**config.mk**
```make
export PLATFORM = sky130hd
export DESIGN_NAME = tx_arbiter_scheduler
export DESIGN_NICKNAME = d
export VERILOG_FILES = /design/src/rtl/tx_arbiter_scheduler.sv
export SDC_FILE = /design/constraint.sdc
export NUM_CORES = 1
export LEC_CHECK = 0
export ABC_CLOCK_PERIOD_IN_PS = 4100
export BUFFER_PORTS_ARGS = -buffer_cell sky130_fd_sc_hd__buf_2
export CAP_MARGIN = 20
export CORE_UTILIZATION = 25
export CTS_CLUSTER_DIAMETER = 60
export DETAILED_ROUTE_END_ITERATION = 12
export GPL_ROUTABILITY_DRIVEN = 0
export SLEW_MARGIN = 5
export SYNTH_ARGS = -nofsm -noshare
export SYNTH_HDL_FRONTEND = slang
export SYNTH_SLANG_ARGS = --single-unit
```
**constraint.sdc**
```tcl
create_clock -name clk -period 4.1 [get_ports clk]
set_clock_uncertainty 0.2 [all_clocks]
set_input_delay 0.41 -clock clk [delete_from_list [all_inputs] [get_ports clk]]
set_output_delay 0.41 -clock clk [all_outputs]
set_load 0.03 [all_outputs]
```
**src/rtl/tx_arbiter_scheduler.sv**
```systemverilog
// tx_arbiter_scheduler: three-source round-robin arbiter feeding a start/data/stop serializer.
// Define TX_PARITY_EN to insert an even-parity bit between the data and stop bits.
module tx_arbiter_scheduler #(
  parameter int width_byte   = 8,
  parameter int clks_per_bit = 4
) (
  input  logic                    clk,
  input  logic                    rst,
  input  logic [2:0]              i_req,
  input  logic [2*width_byte-1:0] i_a,
  input  logic [2*width_byte-1:0] i_b,
  input  logic [2*width_byte-1:0] i_c,
  output logic [2:0]              o_gnt,
  output logic [1:0]              o_src,
  output logic                    o_tx,
  output logic                    o_busy
);

  localparam int DW  = 2 * width_byte;
  localparam int BCW = (DW > 1) ? $clog2(DW) : 1;
  localparam int DCW = (clks_per_bit > 1) ? $clog2(clks_per_bit) : 1;

`ifdef TX_PARITY_EN
  typedef enum logic [2:0] {IDLE, START, DATA, PAR, STOP} state_t;
`else
  typedef enum logic [1:0] {IDLE, START, DATA, STOP} state_t;
`endif

  state_t          state_q, state_d;
  logic [DCW-1:0]  div_q;
  logic [BCW-1:0]  bit_q;
  logic [DW-1:0]   shift_q;
  logic [1:0]      last_q;
  logic [1:0]      src_q;
  logic            armed_q;
`ifdef TX_PARITY_EN
  logic            par_q;
`endif

  logic            win_vld;
  logic [1:0]      win_idx;
  logic [1:0]      cand;
  logic [DW-1:0]   win_word;
  logic            grant;
  logic            div_last;
  logic            bit_last;

  // Search starts one past the last granted source and wraps a->b->c->a.
  always_comb begin
    win_vld = 1'b0;
    win_idx = 2'd0;
    cand    = 2'd0;
    for (int k = 1; k <= 3; k++) begin
      cand = 2'((32'(last_q) + k) % 3);
      if (!win_vld && i_req[cand]) begin
        win_vld = 1'b1;
        win_idx = cand;
      end
    end
  end

  always_comb begin
    case (win_idx)
      2'd1:    win_word = i_b;
      2'd2:    win_word = i_c;
      default: win_word = i_a;
    endcase
  end

  // armed_q blocks a grant on the edge that coincides with reset release.
  assign grant    = armed_q && (state_q == IDLE) && win_vld;
  assign o_gnt    = grant ? (3'b001 << win_idx) : 3'b000;
  assign div_last = (div_q == DCW'(clks_per_bit - 1));
  assign bit_last = (bit_q == BCW'(DW - 1));
  assign o_busy   = (state_q != IDLE);
  assign o_src    = src_q;

  always_comb begin
    state_d = state_q;
    o_tx    = 1'b1;
    case (state_q)
      IDLE: begin
        if (grant) state_d = START;
      end
      START: begin
        o_tx = 1'b0;
        if (div_last) state_d = DATA;
      end
      DATA: begin
        o_tx = shift_q[0];
`ifdef TX_PARITY_EN
        if (div_last && bit_last) state_d = PAR;
`else
        if (div_last && bit_last) state_d = STOP;
`endif
      end
`ifdef TX_PARITY_EN
      PAR: begin
        o_tx = par_q;
        if (div_last) state_d = STOP;
      end
`endif
      STOP: begin
        if (div_last) state_d = IDLE;
      end
      default: state_d = IDLE;
    endcase
  end

  always_ff @(posedge clk or negedge rst) begin
    if (!rst) begin
      state_q <= IDLE;
      div_q   <= '0;
      bit_q   <= '0;
      shift_q <= '0;
      last_q  <= 2'd2;
      src_q   <= 2'd0;
      armed_q <= 1'b0;
`ifdef TX_PARITY_EN
      par_q   <= 1'b0;
`endif
    end else begin
      armed_q <= 1'b1;
      state_q <= state_d;
      if (grant) begin
        shift_q <= win_word;
        src_q   <= win_idx;
        last_q  <= win_idx;
        div_q   <= '0;
        bit_q   <= '0;
`ifdef TX_PARITY_EN
        par_q   <= ^win_word;
`endif
      end else if (state_q != IDLE) begin
        if (div_last) begin
          div_q <= '0;
          if (state_q == DATA) begin
            shift_q <= shift_q >> 1;
            bit_q   <= bit_last ? '0 : bit_q + BCW'(1);
          end
        end else begin
          div_q <= div_q + DCW'(1);
        end
      end
    end
  end

endmodule

```
==> metrics, run 1 <==
Max Cap Viol=0; Worst setup EP type=primary output; Final Hold Viols=0; global route total overflow=0; Die H=90.1 um; most common cell after layout, fill and taps aside=buf_2; Post-Syn Nets=297; Post-CTS Hold Buffers=1; final core occ=0.317; worst-margin pin slew=0.710 ns; Final Cell Area=0.00234 sq mm; Max stage delay on crit path=0.55 ns; CTS Buf Count=3; Core ar.=0.00737 sq mm; Setup Crit Path Kind=reg2out; CP max stage cell=dfstp_2; vias per cell=4.75; Netlist cell types=41; startpoint types=flip-flop; mean post-synth cell area=8.40 sq um; Psw=791 uW; Wirelength per Cell=11.6 um; CP arrival=2.99 ns; Netlist Area Pre-Place=0.00194 sq mm; cell mode on critical path=ha_1; CTS tree=yes; VDD IR max=0.258 mV; Detailed Place HPWL=3.28 mm; synthesized flop and latch total=28; Max Buffers Root-to-Sink=2; Logic pwr share=0.619; final WL=4.41 mm; fin cells=379; Remaining DRCs=0; Buf/Inv on CP=2; cell count after synthesis=231; RSZ-0062 raised after global routing=false; Vias=1802; layout cells sized above 1=0.261; final hold slack=0.236 ns; n_diodes=0; Worst-path clk slew=0.10 ns; Total Routing Usage GR=0.112; # rows=31; post-cts sizing count=0; first-pass GRT wire length=7.60 mm; vias in the first global route=1687; Post-DRT Antenna Nets=0; synth warn=0; Leakage=1.08 nW; Max-slew headroom=0.525; number of port buffers=59; sequential cell area fraction in the yosys report=0.362; sequential share of power=0.281; post-route clock period utilization=0.878; iteration-0 DRC count of the detailed router=94; H-tree depth=1; outcome=complete, no violations; full die area=0.00812 sq mm; First-pass DRT Iterations=4; placed insts=374; Slew Viols, Final=0; Pint=913 uW; CTS Sinks=28; setup TNS=0 ns; fmax=278 MHz; P&R area growth vs syn=20.4%; HP Class=in2reg; switching share of power=0.464; Power per Cell Area=729 mW/mm^2; commonest non-fill, non-tap cells in the layout=59 x buf_2, 39 x nand2_1, 32 x nor2_1, 27 x dfrtp_1, 21 x a21oi_1; die width=90.1 um; io pins=60; pin count of the biggest net entering global routing=33; Worst EP required=3.49 ns; Final setup viols=0; initial antenna violation count=0; CP max FO=17; worst-path cell chain=inv_1 -> ha_1 -> a22o_1 -> a211o_4 -> a21oi_1 -> a21o_1 -> ha_1 -> and2_1 -> buf_2; delay-heaviest family, CP=compound AO/OA/AOI/OAI gates; Clk pwr share=0.100; Placed Area=0.00227 sq mm; crit path time final=3.60 ns; starting density of the core=0.263; nets@finish=347; root buffer cell=clkbuf_8; Clock Latency Late Sink=0.27 ns; Post CTS Setup Buffer Count=0
worst reg2reg max path: cells and delay by family (launching register included):
kind | cells | cell delay (ns)
adder cells (fa/ha/maj) | 2 | 0.77
AND/OR/NAND/NOR | 1 | 0.07
buffers and inverters | 1 | 0.06
AO/OA/AOI/OAI | 7 | 1.53
flip-flops | 1 | 0.55
kinds of logic after synthesis:
| group | synth area share |
|---|---|
| AO/OA/AOI/OAI | 0.261 |
| XOR/XNOR | 0.00451 |
| adder cells (fa/ha/maj) | 0.0838 |
| buffers and inverters | 0.0664 |
| flip-flops | 0.362 |
| multiplexers | 0.0374 |
| other | 0.00193 |
| AND/OR/NAND/NOR | 0.183 |
flip-flops by register name, indices dropped and copies added (netlist names):
register,count
bit_q,4
shift_q,16
armed_q,1
state_q,2
div_q,2
o_src,1
last_q,2
layer usage:
| layer | GRT usage | vias to the layer above | share of wire | wire length, um |
|---|---|---|---|---|
| met1 | 0.162 | 837 | 0.50 | 2220 |
| met5 | 0 | - | 0 | 0 |
| met4 | 0.0323 | 0 | 0.0095 | 42 |
| met3 | 0.0144 | 2 | 0.048 | 210 |
| li1 | - | 908 | - | - |
| met2 | 0.174 | 55 | 0.44 | 1940 |
path summary, 6_finish.rpt:
check / from / end / slack [ns] / depth (start not counted)
setup / recovery: last_q[1]$_DFFE_PN1N_ / o_gnt[2] / 0.50 / 9
hold / removal: i_a[15] / shift_q[15]$_DFFE_PN0P_ / 0.24 / 3
setup reg to reg: last_q[1]$_DFFE_PN1N_ / shift_q[2]$_DFFE_PN0P_ / 0.86 / 11
hold reg to reg: div_q[0]$_DFFE_PN0P_ / div_q[0]$_DFFE_PN0P_ / 0.29 / 1
max in group asynchronous: rst / o_src[1]$_DFFE_PN0N_ / 2.78 / 2
min in group asynchronous: rst / state_q[1]$_DFFE_PN0P_ / 0.51 / 2
final cells by class:
| cell class | count | area [sq um] |
|---|---|---|
| fill | 808 | 5030 |
| timing repair buffer | 61 | 313 |
| tap | 99 | 124 |
| clock buffer | 4 | 55.1 |
| sequential | 28 | 702 |
| inverter | 9 | 33.8 |
| multi-input combinational | 178 | 1110 |
stage by stage:
step | setup WS (ns) | power, mW
finish | 0.498 | 1.70
global placement | 0.884 | 1.53
global route | 0.287 | 1.88
CTS | 0.514 | 1.72
floorplan | 0.859 | 1.35
detailed placement | 0.825 | 1.54
power by group through the flow:
stage,Clock (mW),Sequential [mW],Combinational [mW]
2_1_floorplan,0,0.469,0.881
3_3_place_gp,0,0.484,1.04
6_report,0.171,0.478,1.05
3_5_place_dp,0,0.482,1.06
5_1_grt,0.181,0.498,1.20
4_1_cts,0.174,0.479,1.06
synthesized netlist by cell type (all sizes together):
cell | n | share of area
nand2 | 39 | 0.075
nor2 | 32 | 0.062
dfrtp | 27 | 0.35
a21oi | 21 | 0.054
a22oi | 16 | 0.062
a31oi | 15 | 0.052
ha | 13 | 0.084
buf | 9 | 0.035
inv | 9 | 0.017
clkbuf | 7 | 0.014
nand3 | 5 | 0.013
mux2 | 4 | 0.027
o21ai | 4 | 0.010
and2 | 3 | 0.0097
a211oi | 2 | 0.0077
a221o | 2 | 0.010
mux2i | 2 | 0.010
nand2b | 2 | 0.0064
nand3b | 2 | 0.0077
o2bb2ai | 2 | 0.012
a211o | 1 | 0.0090
a21o | 1 | 0.0039
a22o | 1 | 0.0045
a2bb2oi | 1 | 0.014
a32o | 1 | 0.0052
and3 | 1 | 0.0032
conb | 1 | 0.0019
dfstp | 1 | 0.014
nor3 | 1 | 0.0026
o21a | 1 | 0.0039
o221ai | 1 | 0.0045
o31ai | 1 | 0.0039
o32ai | 1 | 0.0045
or3 | 1 | 0.0032
xor2 | 1 | 0.0045
Note: power is estimated with default switching activity, not from simulation.
==> inputs of run 2 (changes only) <==
- GPL_TIMING_DRIVEN: unset -> 0
- REMOVE_ABC_BUFFERS: unset -> 1
==> metrics, run 2 (same netlist as run 1, synthesis figures left out) <==
outcome=complete, no violations; Vias=1758 (-2.4%); layout cells sized above 1=0.258 (-0.00265); Fill cells=802 (-0.74%); # rows=31 (unchanged); final core occ=0.318 (+0.00119); R2R cell count=12 (+1); CP arrival=3.11 ns (+0.12 ns); Final Hold Viols=0 (unchanged); first-pass GRT wire length=7.76 mm (+2.0%); Psw=797 uW (+0.80%); Clk pwr share=0.125 (+0.025); CP max FO=17 (unchanged); Power per Cell Area=747 mW/mm^2 (+2.5%); worst hold endpoint=shift_q[15]$_DFFE_PN0P_; Placed Area=0.00226 sq mm (-0.33%); Total Routing Usage GR=0.115 (+0.00322); Hold Crit Start=i_a[15]; post-route clock period utilization=0.908 (+0.0300); fmax=268 MHz (-3.3%); Crit Reg-Reg Startpoint=last_q[1]$_DFFE_PN1N_; worst-margin pin slew=0.952 ns (+0.241 ns); First-pass DRT Iterations=4 (unchanged); crit path time final=3.72 ns (+0.123 ns); number of port buffers=59 (unchanged); post-cts sizing count=0 (unchanged); Worst setup EP type=primary output; root buffer cell=clkbuf_8; Pint=955 uW (+4.6%); sequential share of power=0.272 (-0.009); iteration-0 DRC count of the detailed router=123 (+31%); VDD IR max=0.273 mV (+5.8%); global route total overflow=0 (unchanged); Min-Delay Path Depth=3 (unchanged); starting density of the core=0.263 (unchanged); CTS tree=yes; pin count of the biggest net entering global routing=33 (unchanged); startpoint types=flip-flop; commonest non-fill, non-tap cells in the layout=59 x buf_2, 39 x nand2_1, 32 x nor2_1, 27 x dfrtp_1, 21 x a21oi_1; Multi-input gate area=0.00111 sq mm (unchanged); vias per cell=4.65 (-2.2%); Slew Viols, Final=0 (unchanged); Die H=90.1 um (unchanged); CTS Sinks=28 (unchanged); Post-DRT Antenna Nets=0 (unchanged); Logic pwr share=0.603 (-0.016); Final setup viols=0 (unchanged); Leakage=1.09 nW (+0.18%); initial antenna violation count=0 (unchanged); CTS Buf Count=3 (unchanged); io pins=60 (unchanged); Max-slew headroom=0.366 (-0.159); most flop-heavy register=shift_q; Wirelength per Cell=12.0 um (+3.2%); final WL=4.54 mm (+2.9%); switching share of power=0.455 (-0.00925); Clock Latency Late Sink=0.28 ns (about the same); H-tree depth=1 (unchanged); setup TNS=0 ns (unchanged); Post CTS Setup Buffer Count=0 (unchanged); largest registers=shift_q x16, bit_q x4; vias in the first global route=1623 (-3.8%); max FFs per register=16 (unchanged); Max Buffers Root-to-Sink=2 (unchanged); Setup Crit Path Kind=reg2out; RSZ-0062 raised after global routing=false; Final Cell Area=0.00235 sq mm (+0.37%); r2r setup slk=0.52 ns (-0.34 ns); Detailed Place HPWL=3.32 mm (+1.1%); most common cell after layout, fill and taps aside=buf_2; FF/Latch Area=702 sq um (unchanged); n_diodes=0 (unchanged); Worst-path clk slew=0.09 ns (about the same); Worst EP required=3.49 ns (about the same); P&R area growth vs syn=20.9%; Core ar.=0.00737 sq mm (unchanged); Remaining DRCs=0 (unchanged); nets@finish=346 (-0.29%); Max Cap Viol=0 (unchanged); die width=90.1 um (unchanged); HP Class=in2reg; full die area=0.00812 sq mm (unchanged); worst reg2reg endpoint=shift_q[10]$_DFFE_PN0P_; Post-CTS Hold Buffers=1 (unchanged)
-- run 2: changes by cell type in the layout (fill, tap and decap cells not counted), sizes merged --
cell / change
buf: -1
bufinv: +1
clkbuf: -1
-- run 2: how the worst max path moves through the flow --
stage | from | end | slack, ns | cells past startpoint
after floorplan | last_q[0]$_DFFE_PN0N_ | shift_q[14]$_DFFE_PN0P_ | 0.87 | 10
after global placement | last_q[1]$_DFFE_PN1N_ | shift_q[8]$_DFFE_PN0P_ | 0.55 | 12
after detailed placement | last_q[1]$_DFFE_PN1N_ | shift_q[8]$_DFFE_PN0P_ | 0.50 | 12
after CTS | last_q[1]$_DFFE_PN1N_ | o_gnt[1] | 0.34 | 9
after global routing | last_q[1]$_DFFE_PN1N_ | o_gnt[1] | 0.18 | 9
final | last_q[1]$_DFFE_PN1N_ | o_gnt[1] | 0.38 | 9
-- run 2: cell type report --
cell class                      instances  area share
Multi-Input combinational cell        178       0.473
Sequential cell                        28       0.299
Timing Repair Buffer                   60       0.130
Tap cell                               99      0.0528
Clock buffer                            3      0.0176
Inverter                                9      0.0144
Clock inverter                          1      0.0128
-- run 2: worst max-delay path, cell delays in order, from the launching register on --
cell and delay (ns):
dfstp_2 0.56, inv_1 0.06, ha_1 0.23, a22o_1 0.25, a211o_4 0.34, nand2_1 0.11
a32o_1 0.24, ha_1 0.65, and2_1 0.21, buf_2 0.19
-- run 2: metal layers --
metal | up-vias | share of wire | wire length (um) | track usage
met3 | 4 | 0.025 | 115 | 0.0144
met5 | - | 0 | 0 | 0
li1 | 907 | - | - | -
met2 | 31 | 0.48 | 2160 | 0.193
met4 | 0 | 0.0082 | 37 | 0.0282
met1 | 816 | 0.49 | 2220 | 0.157
-- run 2: metrics by stage --
step	power, mW	hold WS (ns)	worst slack, ns	instances
2_1_floorplan	1.29	-0.0856	0.869	215
3_3_place_gp	1.53	0.270	0.553	373
3_5_place_dp	1.56	0.274	0.504	373
4_1_cts	1.78	0.226	0.343	378
5_1_grt	1.94	0.282	0.177	378
6_report	1.75	0.232	0.375	378
-- run 2: power by group through the flow --
stage	clock (mW)	combinational, mW	sequential, mW
final	0.218	1.06	0.477
after global routing	0.237	1.21	0.494
after CTS	0.223	1.08	0.478
after detailed placement	0	1.07	0.483
after global placement	0	1.05	0.479
after floorplan	0	0.809	0.477
==> inputs of run 3 (changes only) <==
- CELL_PAD_IN_SITES_DETAIL_PLACEMENT: unset -> 1
- CELL_PAD_IN_SITES_GLOBAL_PLACEMENT: unset -> 2
- PLACE_DENSITY_LB_ADDON: unset -> 0.1
==> metrics, run 3 (same netlist as run 1, synthesis figures left out) <==
Max Buffers Root-to-Sink=2 (unchanged); full die area=0.00812 sq mm (unchanged); io pins=60 (unchanged); root buffer cell=clkbuf_8; pin count of the biggest net entering global routing=33 (unchanged); Worst EP required=3.49 ns (about the same); worst setup path endpoint=o_gnt[2]; R2R cell count=11 (-1); layout cells sized above 1=0.254 (-0.00358); placed insts=373 (unchanged); fin worst setup slack=0.372 ns (-0.00325 ns); Slew Viols, Final=0 (unchanged); worst-margin pin slew=0.966 ns (+0.0143 ns); Leakage=1.07 nW (-1.2%); first-pass GRT wire length=9.24 mm (+19%); Post CTS Setup Buffer Count=0 (unchanged); vias in the first global route=1943 (+20%); Clock Latency Late Sink=0.28 ns (about the same); CP max FO=17 (unchanged); Worst setup EP type=primary output; most common cell after layout, fill and taps aside=buf_2; outcome=complete, no violations; # rows=31 (unchanged); largest registers=shift_q x16, bit_q x4; r2r setup slk=0.43 ns (-0.09 ns); P&R area growth vs syn=19.5%; First-pass DRT Iterations=4 (unchanged); total power=1.72 mW (-2.0%); die width=90.1 um (unchanged); worst reg2reg endpoint=shift_q[7]$_DFFE_PN0P_; CP arrival=3.12 ns (about the same); Final Hold Viols=0 (unchanged); final hold slack=0.236 ns (+0.00383 ns); post-cts sizing count=0 (unchanged); Vias=1800 (+2.4%); final WL=5.22 mm (+15%); setup TNS=0 ns (unchanged); crit path time final=3.73 ns (+0.00325 ns); number of port buffers=59 (unchanged); nets@finish=346 (unchanged); starting density of the core=0.263 (unchanged); H-tree depth=1 (unchanged); beginning of the critical path=last_q[1]$_DFFE_PN1N_; Total Routing Usage GR=0.140 (+0.0246); Setup Crit Path Kind=reg2out; fmax=268 MHz (about the same); max FFs per register=16 (unchanged); Crit Reg-Reg Startpoint=last_q[1]$_DFFE_PN1N_; vias per cell=4.76 (+2.4%); Die H=90.1 um (unchanged); Power per Cell Area=740 mW/mm^2 (-0.85%); Final setup viols=0 (unchanged); iteration-0 DRC count of the detailed router=66 (-46%); CTS Buf Count=3 (unchanged); Detailed Place HPWL=3.74 mm (+13%); commonest non-fill, non-tap cells in the layout=59 x buf_2, 39 x nand2_1, 32 x nor2_1, 27 x dfrtp_1, 21 x a21oi_1; most flop-heavy register=shift_q; Max-slew headroom=0.356 (-0.00951); startpoint types=flip-flop; Remaining DRCs=0 (unchanged); fin cells=378 (unchanged); n_diodes=0 (unchanged); VDD IR max=0.174 mV (-36%); RSZ-0062 raised after global routing=false; CTS tree=yes; initial antenna violation count=0 (unchanged); CTS Sinks=28 (unchanged); Post-DRT Antenna Nets=0 (unchanged); Place WS=0.367 ns (-0.136 ns); HP Class=in2reg; global route total overflow=0 (unchanged); Worst-path clk slew=0.10 ns (about the same); Wirelength per Cell=13.8 um (+15%); Max Cap Viol=0 (unchanged); Post-CTS Hold Buffers=1 (unchanged); Core ar.=0.00737 sq mm (unchanged); post-route clock period utilization=0.909 (about the same)
-- run 3: cell types whose count changed in the layout (fill, tap and decap cells not counted) --
cell	before	now
clkbuf_1	0	1
bufinv_16	1	0
-- run 3: final cells by class --
cell class	count	area (sq um)
inverters	9	33.8
repair buffers	60	305
well taps	99	124
clock buffers	4	45.0
multi-input cells	178	1110
fillers	931	5050
flip-flops and latches	28	702
-- run 3: worst min-delay path by stage --
| stage | start | endpoint | slack, ns | cells past startpoint |
|---|---|---|---|---|
| global route | i_a[15] | shift_q[15]$_DFFE_PN0P_ | 0.30 | 3 |
| floorplan | rst | armed_q$_DFF_PN0_ | -0.09 | 0 |
| CTS | i_a[15] | shift_q[15]$_DFFE_PN0P_ | 0.25 | 3 |
| finish | i_a[15] | shift_q[15]$_DFFE_PN0P_ | 0.24 | 3 |
| detailed placement | div_q[0]$_DFFE_PN0P_ | div_q[0]$_DFFE_PN0P_ | 0.29 | 1 |
| global placement | div_q[0]$_DFFE_PN0P_ | div_q[0]$_DFFE_PN0P_ | 0.28 | 1 |
-- run 3: power by group --
part | leakage (nW) | internal [mW] | switching [mW]
clock | 0.0228 | 0.0699 | 0.0904
combinational | 0.717 | 0.424 | 0.657
sequential | 0.332 | 0.402 | 0.0742
total | 1.07 | 0.896 | 0.822
-- run 3: critical path: stages (launching register included) --
cell,delay (ns)
dfstp_2,0.56
inv_1,0.05
ha_1,0.24
a22o_1,0.26
a211o_4,0.34
a21oi_1,0.17
a21o_1,0.17
ha_1,0.63
and2_1,0.22
buf_2,0.19
-- run 3: metal layers --
metal,GRT usage,share of wire,vias up,wire (um)
li1,-,-,909,-
met1,0.178,0.47,843,2470
met2,0.242,0.48,43,2500
met3,0.0228,0.037,5,191
met4,0.0403,0.011,0,57
met5,0,0,-,0
-- run 3: metrics by stage --
step / util / area [sq um]
after detailed placement: 0.307 / 2260
after global routing: 0.315 / 2320
after global placement: 0.307 / 2260
after floorplan: - / 1850
final: 0.315 / 2320
after CTS: 0.315 / 2320
